**src/rtl/fp16_recip_dispatch.sv**
```systemverilog
// fp16_recip_dispatch: single-entry dispatcher between an FP16 denominator
// stream and an external multi-cycle reciprocal unit. Zero denominators are
// answered directly with a signed infinity. All other values are issued to
// the unit, and its result is forwarded. If the unit never answers, a qNaN is
// returned and the sticky err flag is raised.
//
// Optional feature: define RECIP_WARMSTART_EN to request a warm start
// (recip_from_last) whenever the previous completed operand has the same
// exponent as the new one.
//
// Ports:
//   clk, rst_n           clock, asynchronous active-low reset
//   in_valid/in_ready    denominator handshake, in_data = FP16 x
//   recip_start          one-cycle start pulse to the reciprocal unit
//   recip_x              operand, held stable until the unit answers
//   recip_from_last      warm-start select, recip_last = previous result
//   recip_result/done    unit result and one-cycle completion pulse
//   out_valid/out_ready  result handshake, out_data = FP16 1/x
//   err                  sticky timeout flag, cleared only by reset
module fp16_recip_dispatch #(
  parameter int unsigned TIMEOUT_CYCLES = 15
) (
  input  logic        clk,
  input  logic        rst_n,
  input  logic        in_valid,
  output logic        in_ready,
  input  logic [15:0] in_data,
  output logic        recip_start,
  output logic [15:0] recip_x,
  output logic        recip_from_last,
  output logic [15:0] recip_last,
  input  logic [15:0] recip_result,
  input  logic        recip_done,
  output logic        out_valid,
  input  logic        out_ready,
  output logic [15:0] out_data,
  output logic        err
);

  localparam int unsigned CntW = (TIMEOUT_CYCLES < 1) ? 1 : $clog2(TIMEOUT_CYCLES + 1);

  localparam logic [15:0] QNaN = 16'h7E00;

  typedef enum logic [1:0] {StIdle, StIssue, StWait, StOut} state_e;

  state_e          state;
  logic [CntW-1:0] cnt;
  logic [15:0]     x_reg;
  logic [15:0]     last_recip;
  logic            warm_hit;
  logic            x_is_zero;

  // The unit reads its operand combinationally while it computes, so the
  // captured operand register drives it directly.
  assign recip_x    = x_reg;
  assign recip_last = last_recip;
  assign x_is_zero  = (in_data[14:0] == 15'd0);

`ifdef RECIP_WARMSTART_EN
  logic [15:0] last_x;
  logic        last_ok;

  // Same exponent as the previous good result: its reciprocal is a close seed.
  assign warm_hit = last_ok && (in_data[14:10] == last_x[14:10]);
`else
  assign warm_hit = 1'b0;
`endif

  always_ff @(posedge clk or negedge rst_n) begin
    if (!rst_n) begin
      state           <= StIdle;
      in_ready        <= 1'b0;
      recip_start     <= 1'b0;
      recip_from_last <= 1'b0;
      x_reg           <= 16'h0000;
      last_recip      <= 16'h0000;
      out_valid       <= 1'b0;
      out_data        <= 16'h0000;
      err             <= 1'b0;
      cnt             <= '0;
`ifdef RECIP_WARMSTART_EN
      last_x          <= 16'h0000;
      last_ok         <= 1'b0;
`endif
    end else begin
      unique case (state)
        StIdle: begin
          in_ready <= 1'b1;
          if (in_valid && in_ready) begin
            x_reg    <= in_data;
            in_ready <= 1'b0;
            if (x_is_zero) begin
              // 1/(+-0) = +-inf; the unit is never involved.
              out_data  <= {in_data[15], 15'h7C00};
              out_valid <= 1'b1;
              state     <= StOut;
`ifdef RECIP_WARMSTART_EN
              last_ok   <= 1'b0;
`endif
            end else begin
              // Start and warm-start select are registered so they are
              // visible exactly during the ISSUE cycle.
              recip_start     <= 1'b1;
              recip_from_last <= warm_hit;
              state           <= StIssue;
            end
          end
        end

        StIssue: begin
          recip_start     <= 1'b0;
          recip_from_last <= 1'b0;
          cnt             <= '0;
          state           <= StWait;
        end

        StWait: begin
          // A completion in the timeout cycle still counts as a completion.
          if (recip_done) begin
            out_data   <= recip_result;
            out_valid  <= 1'b1;
            last_recip <= recip_result;
            state      <= StOut;
`ifdef RECIP_WARMSTART_EN
            last_x     <= x_reg;
            last_ok    <= 1'b1;
`endif
          end else if (cnt == CntW'(TIMEOUT_CYCLES)) begin
            out_data  <= QNaN;
            out_valid <= 1'b1;
            err       <= 1'b1;
            state     <= StOut;
`ifdef RECIP_WARMSTART_EN
            last_ok   <= 1'b0;
`endif
          end else begin
            cnt <= cnt + 1'b1;
          end
        end

        StOut: begin
          // in_ready rises only on entering IDLE, so no input is taken in
          // the same cycle as the output handshake.
          if (out_ready) begin
            out_valid <= 1'b0;
            in_ready  <= 1'b1;
            state     <= StIdle;
          end
        end

        default: state <= StIdle;
      endcase
    end
  end

endmodule

```
**config.mk**
```make
export PLATFORM = sky130hd
export DESIGN_NAME = fp16_recip_dispatch
export DESIGN_NICKNAME = d
export VERILOG_FILES = /design/src/rtl/fp16_recip_dispatch.sv
export SDC_FILE = /design/constraint.sdc
export NUM_CORES = 1
export LEC_CHECK = 0
export ABC_CLOCK_PERIOD_IN_PS = 2800
export BUFFER_PORTS_ARGS = -buffer_cell sky130_fd_sc_hd__buf_2
export CAP_MARGIN = 20
export CORE_ASPECT_RATIO = 0.7
export CORE_UTILIZATION = 40
export DETAILED_ROUTE_END_ITERATION = 10
export PLACE_DENSITY = 0.67
export SLEW_MARGIN = 15
export SYNTH_ARGS = -nofsm -noshare
export SYNTH_HDL_FRONTEND = slang
export SYNTH_SLANG_ARGS = --single-unit
```
**constraint.sdc**
```tcl
create_clock -name clk -period 2.8 [get_ports clk]
set_clock_uncertainty 0.15 [all_clocks]
set_input_delay 0.42 -clock clk [delete_from_list [all_inputs] [get_ports clk]]
set_output_delay 0.42 -clock clk [all_outputs]
set_load 0.005 [all_outputs]
```
==> flow_summary.ini, run 1 <==
[sta]
setup_tns_ps = 0
period_needed_ps = 2280
fin_crit_sh = 0.813
setup_violations = 0
timing.fmax_mhz = 439
rsz0062_at_grt = false
finalMaxSlewViolations = 0
tightest_slew_ps = 610
max_slew_margin = 0.592
hold_viol_final = 0

[worst_setup_path]
endpoint = out_data[6]
worstPathRequired_ps = 2860
r2r_end = out_data[6]
crit_cells = 7
cp_max_fo = 16
cpPeakStageDelay_ps = 400
critPathBufInv = 3
cp.arrival_ps = 2340
reg2reg_from = state[0]
crit_top_cell = inv_1
crit_chain = inv_1 -> ha_1 -> inv_1 -> o21ai_0 -> o211a_1 -> buf_4 -> mux2_2
crit_type = reg -> reg
critPathLaunch = state[0]
crit_path_start_kind = register
slowest_stage = dfrtp_1
crit_path_end_kind = register
critical_path.top_delay_family = buffers and inverters
ff2ff_path_depth = 7
reg2reg_slack_ps = 520

[power]
vdd_drop_max_mv = 0.607
p_clk_frac = 0.223
sequentialPowerShare = 0.396
internal_power_mw = 2.37
switching_share = 0.325
p_comb_frac = 0.380
p_leak_nw = 1.76
switching_power_mw = 1.14
powerDensity_nw_per_um2 = 1080
p_total_mw = 3.51

[synth]
synth_ff_type = dfrtp_1
synth-edff-count = 0
ys_top_cells_by_count = dfrtp_1 (58), mux2_2 (32), inv_1 (12), and3_1 (11), o21ai_0 (10)
yosys.cell_types.count = 30
netlist_top_cells_area = dfrtp_1 (58%), mux2_2 (14%), and3_1 (2.8%)
synth_top_area_share = 0.581
synth-seq-cells = 58
async_flop_share = 1.00
syn_inst = 201
yosysWarnings = 0
ys_seq_area_frac = 0.581
yosys.area.top_type = dfrtp_1
avgSynthCellArea_um2 = 12.4
synth.most_common_cell = dfrtp_1
syn_area_um2 = 2500
syn_nets = 243

[route]
dr.pass1.iters = 4
ant_nets = 0
wirelength_um = 5410
drc = 0
vias = 1861
vias_per_cell = 4.94
drtIter0Drc = 80
wire_per_inst_um = 14.3

[cts]
cts-resized-gates = 0
cts_buffer_depth = 2
postCtsSetupRepairBufs = 0
h-tree-depth = 3
ctsHoldBuffers = 1
cts_buffers = 9
cts_tree = done
insertion_delay_ps = 330
clkSinkCount = 58
clkTransAtPathRegs_ps = 70
cts-root-buf = clkbuf_8

[finish]
n_antenna_cell = 0
n_fill_cell = 552
area_growth_pct = 29.6
nNetsFinal = 339
drive_gt1_frac = 0.480

[die]
core_region_area_um2 = 5870
die_x_um = 96.4
core.rowCount = 23
initial_utilization = 0.425
fp.dieH_um = 68.1
dieArea_um2 = 6570
io_pins = 90

[global_routing]
overflow = 0
antenna_found_initial = 0
grt_max_degree = 25
grt_pass1_vias = 1912
grt_pass1_wl_um = 8850
track_usage = 0.182

[run_status]
outcome = finished clean

[placed_design]
place_hpwl_um = 3940
place_congestion = 0.734
numPortBuffers = 88

[flow_run]
drv_cap = 0

[worst_hold_path]
hp-class = in -> reg
[power by group through the flow]
stage | Clock (mW) | Sequential [mW] | Combinational [mW]
2_1_floorplan | 0 | 1.42 | 0.780
3_3_place_gp | 0 | 1.39 | 1.32
3_5_place_dp | 0 | 1.40 | 1.35
4_1_cts | 0.807 | 1.39 | 1.36
5_1_grt | 0.839 | 1.43 | 1.50
6_report | 0.783 | 1.39 | 1.33
[final cells by class]
type	instances	area, um^2	area share
clock inverters	5	52.6	0.0162
well taps	75	93.8	0.0290
inverters	12	45.0	0.0139
flip-flops and latches	58	1450	0.448
clock buffers	11	151	0.0468
repair buffers	96	503	0.155
multi-input cells	120	940	0.290
[routing by layer]
metal / routed length [um] / up-vias / global-route usage
met2: 2450 / 49 / 0.277
met5: 0 / - / 0
li1: - / 897 / -
met1: 2620 / 911 / 0.237
met3: 331 / 4 / 0.0689
met4: 14 / 0 / 0.0662
[worst reg2reg max path, stage by stage (launching register included)]
cell and delay [ps]:
dfrtp_1 400, inv_1 100, ha_1 390, inv_1 160, o21ai_0 170, o211a_1 160
buf_4 250, mux2_2 380
[per-stage QoR]
step	setup slack, ps	hold WS, ps	cells	area [um^2]	util
floorplan	670	-25.6	201	2500	-
global placement	494	258	360	3020	0.515
detailed placement	445	267	360	3020	0.515
CTS	514	171	377	3240	0.551
global route	351	166	377	3240	0.551
finish	525	188	377	3240	0.551
[layout by cell type, fill, tap and decap left out, types with 2 or more instances in the layout]
| cell | instances |
|---|---|
| nand2_1 | 9 |
| o21ai_0 | 10 |
| clkinv_2 | 3 |
| mux2_2 | 32 |
| a21o_1 | 9 |
| nor2_1 | 7 |
| xor2_1 | 2 |
| dfrtp_1 | 58 |
| buf_4 | 7 |
| inv_1 | 12 |
| nor4_1 | 3 |
| a21oi_1 | 7 |
| ha_1 | 5 |
| clkbuf_8 | 11 |
| mux2i_1 | 6 |
| and3_1 | 11 |
| nand3_1 | 7 |
| buf_2 | 88 |
[registers in the layout (all words and copies together), names as in the netlist]
signal	cells
out_data	16
recip_last	16
recip_x	16
cnt	4
state	2
err	1
in_ready	1
out_valid	1
recip_start	1
[how the worst min path moves through the flow]
| stage | start | end | slack, ps | cells after the start |
|---|---|---|---|---|
| floorplan | rst_n | cnt[0] | -30 | 0 |
| global placement | rst_n | recip_last[13] | 260 | 1 |
| detailed placement | rst_n | recip_last[13] | 270 | 1 |
| CTS | recip_result[13] | recip_last[13] | 170 | 2 |
| global route | recip_result[13] | recip_last[13] | 170 | 2 |
| finish | recip_result[10] | recip_last[10] | 190 | 2 |
[cell families (layout without fill, tap and decap cells)]
group                      count (synthesis)  in the layout  share of synthesized area
other                                      1              1                    0.00150
and+or+nand+nor                           41             41                     0.0867
buffers and inverters                     23            124                     0.0426
muxes                                     38             38                      0.168
xor gates and xnor gates                   2              2                    0.00702
DFF                                       58             58                      0.581
adders and majority gates                  5              5                     0.0251
AOI/OAI and AO/OA                         33             33                     0.0877
No activity file was read; power rests on OpenSTA's default activity.
==> run 2: changes to the inputs <==
--- a/config.mk
+++ b/config.mk
@@ -5,13 +5,14 @@
 export SDC_FILE = /design/constraint.sdc
 export NUM_CORES = 1
 export LEC_CHECK = 0
-export ABC_CLOCK_PERIOD_IN_PS = 2800
+export ABC_AREA = 1
+export ABC_CLOCK_PERIOD_IN_PS = 1870
 export BUFFER_PORTS_ARGS = -buffer_cell sky130_fd_sc_hd__buf_2
 export CAP_MARGIN = 20
 export CORE_ASPECT_RATIO = 0.7
 export CORE_UTILIZATION = 40
 export DETAILED_ROUTE_END_ITERATION = 10
-export PLACE_DENSITY = 0.67
+export PLACE_DENSITY = 0.69
 export SLEW_MARGIN = 15
 export SYNTH_ARGS = -nofsm -noshare
 export SYNTH_HDL_FRONTEND = slang
==> constraint.sdc (replaced) <==
create_clock -name clk -period 1.87 [get_ports clk]
set_clock_uncertainty 0.15 [all_clocks]
set_input_delay 0.2805 -clock clk [delete_from_list [all_inputs] [get_ports clk]]
set_output_delay 0.2805 -clock clk [all_outputs]
set_load 0.005 [all_outputs]
==> run 2 against run 1 <==
  * The flow now finishes with violations (DRC)
  * Utilization shrank 0.87 points
  * Routed wire length grew 13%
  * Clock power grew 46%
  * Sequential cell count is the same
  * Critical path type unchanged
  * Largest cell class unchanged
  * Largest power group is now combinational cells
  * Highest routed layer unchanged
==> flow_summary.ini, run 2 <==
[sta]
timing.fmax_mhz = 567
whs_ps = 17.9
rsz0062_at_grt = false
worst_slack_ps = 106
setup_tns_ps = 0
fin_crit_sh = 0.943
hold_viol_final = 0
setup_violations = 0
finalMaxSlewViolations = 0
period_needed_ps = 1760

[die]
fp.dieH_um = 69.5
core_region_area_um2 = 6250
dieArea_um2 = 6850
io_pins = 90
core.rowCount = 24
die_x_um = 98.5
initial_utilization = 0.417

[worst_setup_path]
crit_path_end_kind = register
worstPathRequired_ps = 1940
cp.arrival_ps = 1840
crit_path_start_kind = register
slowest_stage = dfrtp_1
cpPeakStageDelay_ps = 440
crit_type = reg -> reg
cp_max_fo = 10
critPathBufInv = 2
critical_path.top_delay_family = simple AND/OR/NAND/NOR gates
crit_chain = inv_1 -> ha_2 -> nor2_1 -> nor2_8 -> buf_12 -> nand3_1 -> nand2_1

[finish]
drive_gt1_frac = 0.303
layout_common_cells = nand2_1 (130), buf_2 (88), dfrtp_1 (58)
nNetsFinal = 451
n_fill_cell = 597
n_antenna_cell = 0
layout_commonest_cell = nand2_1
area_growth_pct = 30.1

[cts]
clkTransAtPathRegs_ps = 70
cts-root-buf = clkbuf_8
cts_buffer_depth = 2
cts_buffers = 9
clkSinkCount = 58
cts_tree = done
h-tree-depth = 3
postCtsSetupRepairBufs = 0
insertion_delay_ps = 330

[global_routing]
grt_pass1_wl_um = 9920
antenna_found_initial = 0
overflow = 0
grt_pass1_vias = 2103
grt_max_degree = 45
track_usage = 0.188

[flow_run]
drv_cap = 0

[placed_design]
place_hpwl_um = 4520
dp_slack_ps = 35.1
place_congestion = 0.842
numPortBuffers = 88

[route]
vias_per_cell = 4.58
ant_nets = 0
drtIter0Drc = 130
drc = 6
wirelength_um = 6130
vias = 2244
wire_per_inst_um = 12.5
dr.pass1.iters = 9

[synth]
netlist_top_cells_area = dfrtp_1 (56%), nand2_1 (19%), nand3_1 (4.4%)
yosys.cell_types.count = 24
syn_inst = 309
syn_nets = 351
synth_top_area_share = 0.557
syn_area_um2 = 2610
ys_top_cells_by_count = nand2_1 (131), dfrtp_1 (58), nor2_1 (29), inv_1 (23), nand3_1 (23)
yosysWarnings = 0
synth-edff-count = 0
yosys.area.top_type = dfrtp_1
async_flop_share = 1.00
synth-seq-cells = 58
synth.most_common_cell = nand2_1
ys_seq_area_frac = 0.557
synth_ff_type = dfrtp_1
avgSynthCellArea_um2 = 8.43

[power]
p_leak_nw = 1.98
vdd_drop_max_mv = 0.737
powerDensity_nw_per_um2 = 1680

[worst_hold_path]
hp-class = in -> reg

[run_status]
outcome = complete, but fails checks
violations = DRC
-- run 2: timing repair --
| action | CTS | global route |
|---|---|---|
| gates resized for setup | 0 | 4 |
| hold endpoints to repair | 17 | 0 |
| hold buffers | 4 | 0 |
| setup endpoints to repair | 0 | 19 |
-- run 2: area by class of cell --
type	instances	area, um^2	share of cell area
Timing Repair Buffer	99	558	0.165
Clock buffer	11	151	0.0447
Clock inverter	3	40.0	0.0118
Multi-Input combinational cell	214	987	0.291
Tap cell	78	97.6	0.0288
Sequential cell	58	1450	0.428
Inverter	27	104	0.0306
-- run 2: where the power goes --
| part | internal (mW) | switching [mW] |
|---|---|---|
| clock | 0.668 | 0.468 |
| sequential | 1.83 | 0.319 |
| combinational | 1.03 | 1.38 |
| total | 3.52 | 2.17 |
-- run 2: path summary, 6_finish.rpt --
kind                                 start            end  slack [ps]  depth (start not counted)
max in group asynchronous            rst_n  recip_last[9]         760                          3
max reg2reg                       state[1]    out_data[0]         110                          7
max                               state[1]    out_data[0]         110                          7
min                        recip_result[6]  recip_last[6]          20                          3
min in group asynchronous            rst_n     recip_x[4]         250                          2
min reg2reg                    recip_x[12]    recip_x[12]         310                          2
-- run 2: cell families (layout without fill, tap and decap cells) --
kind of cell	count (synthesis)	count (layout)	share of synthesized area
other	1	1	0.00144
AOI/OAI and AO/OA	14	14	0.0293
buffers and inverters	37	140	0.0710
adders and majority gates	5	5	0.0240
and+or+nand+nor	194	194	0.317
DFF	58	58	0.557
-- run 2: worst min-delay path: cells and delay by family --
kind                   cells  cell delay, ps
and+or+nand+nor            2             120
buffers and inverters      1              80
-- run 2: per-layer routing --
layer	wire [um]	share of wire	global-route usage
met1	3140	0.51	0.275
met2	2490	0.41	0.256
met3	479	0.078	0.0716
met4	23	0.0038	0.0597
met5	0	0	0
-- run 2: stage by stage --
step	cells	total power, mW	area (um^2)	util
final	490	5.69	3390	0.543
after global routing	490	6.12	3390	0.543
after CTS	490	5.70	3370	0.540
after detailed placement	472	4.53	3140	0.503
after global placement	472	4.47	3140	0.503
after floorplan	309	3.64	2610	-
